File: src/rtl/axil_pkg.sv
// Shared AXI4-Lite responder definitions: response codes and the read-side state encoding.
package axil_pkg;

    localparam logic [1:0] RESP_OKAY   = 2'b00;
    localparam logic [1:0] RESP_SLVERR = 2'b10;
    localparam logic [1:0] RESP_DECERR = 2'b11;

    typedef enum logic [1:0] {
        ST_IDLE,
        ST_FETCH,
        ST_RESP
    } rd_state_e;

endpackage

File: src/rtl/axil_addr_check.sv
// Combinational AXI4-Lite address classifier, shared by the read and write responders.
module axil_addr_check
    import axil_pkg::*;
#(
    parameter int ADDR_WIDTH   = 32,
    parameter int NUM_REGS     = 16,
    parameter bit REQUIRE_PRIV = 1'b0,
    parameter int IDX_W        = (NUM_REGS > 1) ? $clog2(NUM_REGS) : 1
) (
    input  logic [ADDR_WIDTH-1:0] addr_i,
    input  logic [2:0]            prot_i,
    output logic                  err_o,
    output logic [1:0]            resp_o,
    output logic [IDX_W-1:0]      idx_o
);

    localparam logic [ADDR_WIDTH-3:0] NUM_REGS_W = (ADDR_WIDTH-2)'(NUM_REGS);

    logic                  misaligned;
    logic                  unpriv;
    logic                  out_of_range;
    logic                  unused_prot;
    logic [ADDR_WIDTH-3:0] word;

    assign word         = addr_i[ADDR_WIDTH-1:2];
    assign misaligned   = (addr_i[1:0] != 2'b00);
    assign unpriv       = REQUIRE_PRIV && !prot_i[0];
    // Any set bit above the register window lands here, not just the index bits.
    assign out_of_range = (word >= NUM_REGS_W);
    assign unused_prot  = ^prot_i[2:1];
    assign idx_o        = addr_i[IDX_W+1:2];

    always_comb begin
        err_o  = 1'b1;
        resp_o = RESP_SLVERR;
        if (misaligned || unpriv) begin
            resp_o = RESP_SLVERR;
        end else if (out_of_range) begin
            resp_o = RESP_DECERR;
        end else begin
            err_o  = 1'b0;
            resp_o = RESP_OKAY;
        end
    end

endmodule

File: src/rtl/axil_read_responder.sv
// AXI4-Lite read responder: one outstanding AR, fetch from a synchronous register bank,
// return on R with full backpressure and a saturating error counter.
module axil_read_responder
    import axil_pkg::*;
#(
    parameter int ADDR_WIDTH   = 32,
    parameter int DATA_WIDTH   = 32,
    parameter int NUM_REGS     = 16,
    parameter int READ_LATENCY = 1,
    parameter bit REQUIRE_PRIV = 1'b0,
    parameter int IDX_W        = (NUM_REGS > 1) ? $clog2(NUM_REGS) : 1
) (
    input  logic                  ACLK,
    input  logic                  ARESETn,
    input  logic                  ARVALID,
    output logic                  ARREADY,
    input  logic [ADDR_WIDTH-1:0] ARADDR,
    input  logic [2:0]            ARPROT,
    output logic                  RVALID,
    input  logic                  RREADY,
    output logic [DATA_WIDTH-1:0] RDATA,
    output logic [1:0]            RRESP,
    output logic                  reg_rd_en,
    output logic [IDX_W-1:0]      reg_rd_idx,
    input  logic [DATA_WIDTH-1:0] reg_rd_data,
    output logic [15:0]           err_count
);

    localparam logic [2:0] LAT = 3'(READ_LATENCY);

    rd_state_e             state_q, state_d;
    logic [2:0]            cnt_q, cnt_d;
    logic [IDX_W-1:0]      idx_q, idx_d;
    logic [DATA_WIDTH-1:0] rdata_q, rdata_d;
    logic [1:0]            rresp_q, rresp_d;
    logic [15:0]           errcnt_q, errcnt_d;
    logic                  live_q;

    logic                  chk_err;
    logic [1:0]            chk_resp;
    logic [IDX_W-1:0]      chk_idx;

    axil_addr_check #(
        .ADDR_WIDTH  (ADDR_WIDTH),
        .NUM_REGS    (NUM_REGS),
        .REQUIRE_PRIV(REQUIRE_PRIV),
        .IDX_W       (IDX_W)
    ) u_addr_check (
        .addr_i(ARADDR),
        .prot_i(ARPROT),
        .err_o (chk_err),
        .resp_o(chk_resp),
        .idx_o (chk_idx)
    );

    // live_q holds ARREADY low for the cycle right after reset is released.
    assign ARREADY    = (state_q == ST_IDLE) && live_q;
    assign RVALID     = (state_q == ST_RESP);
    assign RDATA      = rdata_q;
    assign RRESP      = rresp_q;
    assign reg_rd_en  = (state_q == ST_FETCH) && (cnt_q == 3'd1);
    assign reg_rd_idx = idx_q;
    assign err_count  = errcnt_q;

    always_comb begin
        state_d  = state_q;
        cnt_d    = cnt_q;
        idx_d    = idx_q;
        rdata_d  = rdata_q;
        rresp_d  = rresp_q;
        errcnt_d = errcnt_q;
        case (state_q)
            ST_IDLE: begin
                if (ARVALID && ARREADY) begin
                    idx_d = chk_idx;
                    if (chk_err) begin
                        state_d = ST_RESP;
                        rresp_d = chk_resp;
                        rdata_d = '0;
                        if (errcnt_q != 16'hFFFF) errcnt_d = errcnt_q + 16'd1;
                    end else begin
                        state_d = ST_FETCH;
                        rresp_d = RESP_OKAY;
                        cnt_d   = 3'd1;
                    end
                end
            end
            ST_FETCH: begin
                if (cnt_q == LAT) begin
                    state_d = ST_RESP;
                    rdata_d = reg_rd_data;
                    cnt_d   = 3'd0;
                end else begin
                    cnt_d = cnt_q + 3'd1;
                end
            end
            ST_RESP: begin
                if (RREADY) begin
                    state_d = ST_IDLE;
                    rdata_d = '0;
                    rresp_d = RESP_OKAY;
                end
            end
            default: state_d = ST_IDLE;
        endcase
    end

    always_ff @(posedge ACLK) begin
        if (!ARESETn) begin
            state_q  <= ST_IDLE;
            cnt_q    <= 3'd0;
            idx_q    <= '0;
            rdata_q  <= '0;
            rresp_q  <= RESP_OKAY;
            errcnt_q <= 16'd0;
            live_q   <= 1'b0;
        end else begin
            state_q  <= state_d;
            cnt_q    <= cnt_d;
            idx_q    <= idx_d;
            rdata_q  <= rdata_d;
            rresp_q  <= rresp_d;
            errcnt_q <= errcnt_d;
            live_q   <= 1'b1;
        end
    end

endmodule

File: config.mk
export PLATFORM = sky130hd
export DESIGN_NAME = axil_read_responder
export DESIGN_NICKNAME = d
export VERILOG_FILES = /design/src/rtl/axil_pkg.sv /design/src/rtl/axil_addr_check.sv /design/src/rtl/axil_read_responder.sv
export SDC_FILE = /design/constraint.sdc
export NUM_CORES = 1
export LEC_CHECK = 0
export ABC_AREA = 1
export CAP_MARGIN = 20
export CORE_MARGIN = 5
export CORE_UTILIZATION = 35
export DETAILED_ROUTE_END_ITERATION = 8
export GPL_ROUTABILITY_DRIVEN = 0
export GPL_TIMING_DRIVEN = 0
export PLACE_DENSITY_LB_ADDON = 0.3
export SYNTH_ARGS = -nofsm -noshare
export SYNTH_HDL_FRONTEND = slang
export SYNTH_SLANG_ARGS = --single-unit
File: constraint.sdc
create_clock -name ACLK -period 2.5 [get_ports ACLK]
set_clock_uncertainty 0.1 [all_clocks]
set_input_delay 0.75 -clock ACLK [delete_from_list [all_inputs] [get_ports ACLK]]
set_output_delay 0.75 -clock ACLK [all_outputs]
set_load 0.005 [all_outputs]
==> impl_table.tex, run 1 <==
\begin{tabular}{lr}
\hline
Metric & Value \\
\hline
\multicolumn{2}{l}{\textbf{Pwr}} \\
\quad Total design power & 2.15 mW \\
\quad Net Sw Power & 522 uW \\
\quad Static leakage & between 1.5 and 2 nW \\
\quad Fraction of power consumed by combinational cells & 13.1\% \\
\quad Share of total power in sequential cells & between 40\% and 50\% \\
\quad Internal power of the cells & 1.63 mW \\
\quad Part of the total power dissipated in the clock network & 41.7\% \\
\quad Ratio of total power to cell area & 495 mW/mm\^{}2 \\
\quad Switching share of total power & between 20\% and 30\% \\
\quad Worst voltage drop across the vdd grid & about 0.3 mV \\
\multicolumn{2}{l}{\textbf{Drt}} \\
\quad Remaining DRCs & 0 \\
\quad Drt first pass iters & 4 \\
\quad Uppermost layer routed & met4 \\
\quad Routed wire length on met3 & 761 um \\
\quad Initial drt markers & 97 \\
\quad Number of antenna-violating nets in the routed design & 0 \\
\quad Wire length on met2 & 3.92 mm \\
\quad DR vias/cell & 4.71 \\
\quad WL per Instance & 12.9 um \\
\quad Total routed wirelength & 8.07 mm \\
\quad Total number of vias & between 2000 and 3000 \\
\quad Post-route met1 wirelength & 3.29 mm \\
\multicolumn{2}{l}{\textbf{Timing}} \\
\quad Final count of pins violating max slew & 0 \\
\quad Tightest slew margin relative to the limit & 66.2\% \\
\quad Setup violations, final & 0 \\
\quad Tmin final & 2.35 ns \\
\quad Hold WS & 0.360 ns \\
\quad RSZ-0062 raised after global routing & false \\
\quad Measured slew at the worst slew-check pin & 0.508 ns \\
\quad Final Hold Fails & 0 \\
\quad Max Fclk & 426 MHz \\
\quad Crit share post-route & 94.0\% \\
\multicolumn{2}{l}{\textbf{Critical path}} \\
\quad Kind of critical path & register to output port \\
\quad Crit path launch type & register \\
\quad Worst endpoint data arrival time & 1.50 ns \\
\quad Endpoint required time on the critical path & 1.65 ns \\
\quad Endpoint type of the worst setup path & output port \\
\quad Peak fanout along the critical path & 6 \\
\multicolumn{2}{l}{\textbf{Synthesis}} \\
\quad Number of register bits inferred by synthesis & 60 \\
\quad Mean instance size in the synthesized netlist & about 7.1 sq um \\
\quad Main synth FF type & sky130\_fd\_sc\_hd\_\_dfxtp\_1 \\
\quad Most frequent cell after synthesis & sky130\_fd\_sc\_hd\_\_nand2\_1 \\
\quad Synth Cell Area & 0.00273 sq mm \\
\quad Async SR Flop Fraction & 0\% \\
\quad Fraction of the yosys area taken by sequential cells & 44.0\% \\
\quad Number of cells produced by synthesis & 382 \\
\quad Top post-synthesis cells by count & sky130\_fd\_sc\_hd\_\_nand2\_1 (134), sky130\_fd\_sc\_hd\_\_dfxtp\_1 (60), sky130\_fd\_sc\_hd\_\_a21oi\_1 (58) \\
\quad Library cells used by synthesis & 26 \\
\quad Synth top area share & 44.0\% \\
\quad Post-synth EDFFs & 0 \\
\quad Total nets after synthesis & between 400 and 500 \\
\quad Largest cells by area after synthesis & sky130\_fd\_sc\_hd\_\_dfxtp\_1 (44\%), sky130\_fd\_sc\_hd\_\_nand2\_1 (18\%), sky130\_fd\_sc\_hd\_\_a21oi\_1 (11\%) \\
\quad Largest area contributor in the synthesized netlist & sky130\_fd\_sc\_hd\_\_dfxtp\_1 \\
\quad Synthesis Warnings & 0 \\
\multicolumn{2}{l}{\textbf{Floorplanning}} \\
\quad Die span in x & 98.3 um \\
\quad Vertical die dimension & 98.3 um \\
\quad Standard-cell row count & 32 \\
\quad Core footprint & around 0.0076 sq mm \\
\quad Effective utilization at floorplan & 35.7\% \\
\quad Ports & 128 \\
\quad Overall die area & 0.00966 sq mm \\
\multicolumn{2}{l}{\textbf{Cells and area}} \\
\quad Area added between synthesis and finish & 59.6\% \\
\quad Layout cell share with drive strength beyond 1 & a little under a tenth \\
\quad Final cell count without fillers & 628 \\
\quad Core occupancy in the finished layout & 56.9\% \\
\quad Final layout net count & 593 \\
\quad Antenna fix cells & 0 \\
\multicolumn{2}{l}{\textbf{Clock tree}} \\
\quad Buffers from clock root to sink, at most & 2 \\
\quad Clock root buffer master & sky130\_fd\_sc\_hd\_\_clkbuf\_8 \\
\quad CTS hold repair buffers & 0 \\
\quad Later-pin clock latency in the skew report & 0.33 ns \\
\quad TritonCTS clock tree & yes \\
\quad TritonCTS Sinks & 60 \\
\quad Number of buffers created by CTS & 9 \\
\quad Clock transition at the registers of the reported paths & $\sim$0.070 ns \\
\quad H-tree levels & 3 \\
\multicolumn{2}{l}{\textbf{GRT}} \\
\quad Wire length of the first global-routing pass & 13.3 mm \\
\quad Maximum number of pins on one net before global-route repair & 11 \\
\quad Sum of overflow across all layers after global routing & 0 \\
\quad Global-route usage over all layers & 16.9\% \\
\quad Antenna violations before repair & 0 \\
\quad Number of global-route vias before repair & 2908 \\
\multicolumn{2}{l}{\textbf{Place}} \\
\quad Number of placed cells counting well taps & 608 \\
\quad Half-perimeter wire length after placement & 6.15 mm \\
\quad Input/output buffers & 124 \\
\multicolumn{2}{l}{\textbf{Min path}} \\
\quad Hold crit path type & register to register \\
\multicolumn{2}{l}{\textbf{Flow run}} \\
\quad Max capacitance violation total & 0 \\
\multicolumn{2}{l}{\textbf{Run status}} \\
\quad Run status & finished, final reports clean \\
\hline
\end{tabular}
metrics by stage:
step	setup TNS [ns]	setup slack (ns)	cell area, sq um
floorplan	0	0.514	2730
global placement	-2.52	-0.183	4100
detailed placement	-3.68	-0.218	4100
CTS	0	0.131	4350
global route	0	0.0251	4350
finish	0	0.150	4350
power groups by stage:
stage | clock, mW | combinational [mW] | sequential, mW
finish | 0.897 | 0.282 | 0.975
floorplan | 0 | 0.118 | 0.996
detailed placement | 0 | 0.284 | 0.997
global route | 0.972 | 0.311 | 0.976
global placement | 0 | 0.282 | 0.997
CTS | 0.920 | 0.285 | 0.975
flip-flops by register name (all words and copies together) (netlist names):
name,cells
cnt_q,3
state_q,2
live_q,1
RDATA,32
RRESP,2
err_count,16
reg_rd_idx,4
critical path, cell delays in order, from the launching register on:
cell and delay [ns]:
sky130_fd_sc_hd__dfxtp_4 0.36, sky130_fd_sc_hd__nor2_2 0.14, sky130_fd_sc_hd__and2_4 0.17, sky130_fd_sc_hd__clkdlybuf4s50_1 0.50
metal layers:
metal | vias up | track usage [%]
met4 | 0 | 5.15
met5 | - | 0
li1 | 1532 | -
met2 | 84 | 28.9
met3 | 11 | 7.93
met1 | 1332 | 18.7
placed cells by master, fill, tap and decap left out, drive strengths merged, types with 3 or more instances in the layout:
master         synthesis  final
nand2                136    136
clkdlybuf4s50          0    123
dfxtp                 60     60
a21oi                 58     58
nor2                  39     39
nand4                 20     20
clkbuf                 8     20
inv                   17     17
nand3                 16     16
buf                    9     13
xor2                   7      7
xnor2                  3      3
cells by family after synthesis:
logic type	after synthesis	synth area share, %
flops	60	44.0
fa+ha+maj	1	0.459
compound gates	61	11.3
buf+inv	34	5.83
simple gates	216	35.2
xor+xnor	10	3.21
path summary, 6_finish.rpt:
kind,start,endpoint,slack [ns],cells past startpoint
min reg2reg,RDATA[26],RDATA[26],0.36,2
max reg2reg,err_count[0],err_count[8],0.54,10
max,state_q[0],ARREADY,0.15,3
min,RDATA[26],RDATA[26],0.36,2
area by class of cell:
| class | instances | area, sq um |
|---|---|---|
| Fill cell | 730 | 3290 |
| Tap cell | 102 | 128 |
| Clock inverter | 4 | 47.5 |
| Inverter | 17 | 63.8 |
| Multi-Input combinational cell | 288 | 1380 |
| Buffer | 17 | 101 |
| Timing Repair Buffer | 128 | 1270 |
| Sequential cell | 60 | 1210 |
| Clock buffer | 12 | 155 |
repair_timing:
item,CTS,global route
setup buffers,4,0
setup endpoints to repair,1,10
resized for setup,10,1
hold endpoints to repair,0,0
pin swaps,3,0
No activity file was read; power rests on OpenSTA's default activity.
==> inputs of run 2 (changes only) <==
--- a/config.mk
+++ b/config.mk
@@ -6,13 +6,16 @@
 export NUM_CORES = 1
 export LEC_CHECK = 0
 export ABC_AREA = 1
+export ABC_CLOCK_PERIOD_IN_PS = 2500
 export CAP_MARGIN = 20
 export CORE_MARGIN = 5
 export CORE_UTILIZATION = 35
 export DETAILED_ROUTE_END_ITERATION = 8
 export GPL_ROUTABILITY_DRIVEN = 0
 export GPL_TIMING_DRIVEN = 0
+export HOLD_SLACK_MARGIN = 0.03
 export PLACE_DENSITY_LB_ADDON = 0.3
+export SLEW_MARGIN = 30
 export SYNTH_ARGS = -nofsm -noshare
 export SYNTH_HDL_FRONTEND = slang
 export SYNTH_SLANG_ARGS = --single-unit
==> results of run 2 <==
No change in the layout: final DEF, timing and power equal those of run 1.
==> inputs of run 3 (changes only) <==
--- a/config.mk
+++ b/config.mk
@@ -8,6 +8,7 @@
 export ABC_AREA = 1
 export ABC_CLOCK_PERIOD_IN_PS = 2500
 export CAP_MARGIN = 20
+export CORE_ASPECT_RATIO = 1.25
 export CORE_MARGIN = 5
 export CORE_UTILIZATION = 35
 export DETAILED_ROUTE_END_ITERATION = 8
==> run 3 against run 2 <==
  * Critical path depth stayed put
  * Sequential share of layout area fell by 0.091 points
  * Count of clock-buffer cells in the layout down 3
  * Via count up 0.24%
  * Worst setup slack worse by 0.019 ns
  * Sequential power hardly changed
  * Final cell count shrank 0.64%
  * Flip-flop and latch count unchanged
  * Combinational power hardly changed
  * Clock power shrank 2%
  * Die area rose by 0.11%
==> impl_table.tex, run 3 (synthesized netlist as in run 1, its figures left out) <==
\begin{tabular}{lr}
\hline
Metric & Value \\
\hline
\multicolumn{2}{l}{\textbf{GRT}} \\
\quad Maximum number of pins on one net before global-route repair & 13 \\
\quad Antenna violations before repair & 0 \\
\quad Number of global-route vias before repair & 2931 \\
\quad Global-route usage over all layers & 17.6\% \\
\quad Sum of overflow across all layers after global routing & 0 \\
\quad Wire length of the first global-routing pass & 13.3 mm \\
\multicolumn{2}{l}{\textbf{Timing}} \\
\quad Tightest slew margin relative to the limit & 65.6\% \\
\quad Measured slew at the worst slew-check pin & 0.516 ns \\
\quad Final count of pins violating max slew & 0 \\
\quad Final Hold Fails & 0 \\
\quad Final critical-path setup slack & between 0.1 and 0.15 ns \\
\quad RSZ-0062 raised after global routing & false \\
\quad Crit share post-route & 94.8\% \\
\quad Tmin final & 2.37 ns \\
\quad Setup violations, final & 0 \\
\quad Max Fclk & around 420 MHz \\
\multicolumn{2}{l}{\textbf{Drt}} \\
\quad Remaining DRCs & 0 \\
\quad WL per Instance & 13.0 um \\
\quad Drt first pass iters & 4 \\
\quad Total routed wirelength & 8.14 mm \\
\quad Initial drt markers & 88 \\
\quad DR vias/cell & 4.75 \\
\quad Total number of vias & about 3000 \\
\quad Number of antenna-violating nets in the routed design & 0 \\
\multicolumn{2}{l}{\textbf{Cells and area}} \\
\quad Layout cell share with drive strength beyond 1 & 10.2\% \\
\quad Most common cell after layout, fill and taps aside & sky130\_fd\_sc\_hd\_\_nand2\_1 \\
\quad Footprint of the flip-flops and latches & 0.00121 sq mm \\
\quad Highest-count cells in the layout ignoring fill and taps & sky130\_fd\_sc\_hd\_\_nand2\_1 (133), sky130\_fd\_sc\_hd\_\_clkdlybuf4s50\_1 (122), sky130\_fd\_sc\_hd\_\_a21oi\_1 (58) \\
\quad Antenna fix cells & 0 \\
\quad Filler cell count in the final layout & 731 \\
\quad Area added between synthesis and finish & 60.3\% \\
\quad Area occupied by multi-input gates & 0.00138 sq mm \\
\quad Max FFs per register & 32 \\
\quad Final layout net count & 596 \\
\multicolumn{2}{l}{\textbf{Place}} \\
\quad Input/output buffers & 124 \\
\quad Dpl ws & -0.237 ns \\
\quad Half-perimeter wire length after placement & 6.23 mm \\
\multicolumn{2}{l}{\textbf{Critical path}} \\
\quad Kind of critical path & register to output port \\
\quad Crit path launch type & register \\
\quad Endpoint type of the worst setup path & output port \\
\quad Critical path endpoint & RVALID \\
\quad Reg2Reg Launch Point & err\_count[0] \\
\quad Peak fanout along the critical path & 4 \\
\quad CP startpoint & state\_q[1] \\
\quad Cell count of the worst reg-to-reg path & 10 \\
\quad Minimum setup slack among reg-to-reg paths & 0.55 ns \\
\quad Endpoint required time on the critical path & 1.65 ns \\
\quad Worst reg2reg path endpoint & err\_count[7] \\
\quad Worst endpoint data arrival time & 1.52 ns \\
\multicolumn{2}{l}{\textbf{Clock tree}} \\
\quad TritonCTS clock tree & yes \\
\quad Clock root buffer master & sky130\_fd\_sc\_hd\_\_clkbuf\_8 \\
\quad TritonCTS Sinks & 60 \\
\quad Buffers from clock root to sink, at most & 2 \\
\quad Clock transition at the registers of the reported paths & 0.07 ns \\
\quad Later-pin clock latency in the skew report & 0.34 ns \\
\quad Number of buffers created by CTS & 9 \\
\quad H-tree levels & 3 \\
\multicolumn{2}{l}{\textbf{Floorplanning}} \\
\quad Core footprint & 0.00770 sq mm \\
\quad Die span in x & 89.0 um \\
\quad Effective utilization at floorplan & between 30 and 40\% \\
\quad Overall die area & 0.00967 sq mm \\
\quad Vertical die dimension & $\sim$110 um \\
\quad Ports & around 130 \\
\quad Standard-cell row count & 36 \\
\multicolumn{2}{l}{\textbf{Pwr}} \\
\quad Total design power & 2.14 mW \\
\quad Ratio of total power to cell area & just under 500 mW/mm\^{}2 \\
\quad Worst voltage drop across the vdd grid & 0.371 mV \\
\quad Static leakage & 1.58 nW \\
\multicolumn{2}{l}{\textbf{Run status}} \\
\quad Run status & finished, final reports clean \\
\multicolumn{2}{l}{\textbf{Flow run}} \\
\quad Max capacitance violation total & 0 \\
\multicolumn{2}{l}{\textbf{Min path}} \\
\quad Hold crit path type & register to register \\
\hline
\end{tabular}
-- run 3: where the power goes --
part	internal (mW)	total (mW)	switching, mW
combinational	0.155	0.282	0.127
clock	0.465	0.883	0.419
sequential	0.965	0.975	0.0101
-- run 3: metal layers --
layer / GRT usage, % / up-vias / wire length [um]
li1: - / 1530 / -
met2: 30.2 / 102 / 4130
met1: 18.8 / 1316 / 2990
met3: 7.94 / 18 / 854
met4: 6.49 / 0 / 153
met5: 0 / - / 0
-- run 3: worst min-delay path by stage --
| stage | from | to | slack (ns) | cells after the start |
|---|---|---|---|---|
| 6_report | RDATA[8] | RDATA[8] | 0.36 | 2 |
| 3_5_place_dp | RDATA[24] | RDATA[24] | 0.35 | 2 |
| 2_1_floorplan | RDATA[1] | RDATA[1] | 0.36 | 2 |
| 5_1_grt | RDATA[27] | RDATA[27] | 0.38 | 2 |
| 3_3_place_gp | RDATA[8] | RDATA[8] | 0.35 | 2 |
| 4_1_cts | RDATA[8] | RDATA[8] | 0.36 | 2 |
-- run 3: what timing repair did --
item                                    CTS  global route
resized for setup                        10             5
endpoints found under the setup margin    1            13
hold buffers                              0             0
pin swaps                                 2             2
setup buffers                             6             1
-- run 3: through the flow --
step	instances	area, sq um	hold WS, ns	TNS, ns	utilization (%)
after floorplan	382	2730	0.356	0	-
after global placement	601	4090	0.345	-2.74	53.1
after detailed placement	601	4090	0.351	-3.49	53.1
after CTS	623	4360	0.362	0	56.5
after global routing	624	4370	0.377	0	56.8
final	624	4370	0.359	0	56.8
-- run 3: layout make-up --
type                            instances  share of cell area (%)
Clock buffer                            9                    2.83
Timing Repair Buffer                  131                    29.7
Multi-Input combinational cell        288                    31.6
Sequential cell                        60                    27.6
Buffer                                 17                    2.35
Inverter                               17                    1.46
Clock inverter                          7                    1.72
Tap cell                               95                    2.72
-- run 3: worst max-delay path, stage by stage, from the launching register on --
cell and delay [ns]:
sky130_fd_sc_hd__dfxtp_1 0.44, sky130_fd_sc_hd__inv_1 0.09, sky130_fd_sc_hd__nor2_1 0.13, sky130_fd_sc_hd__clkdlybuf4s50_1 0.53
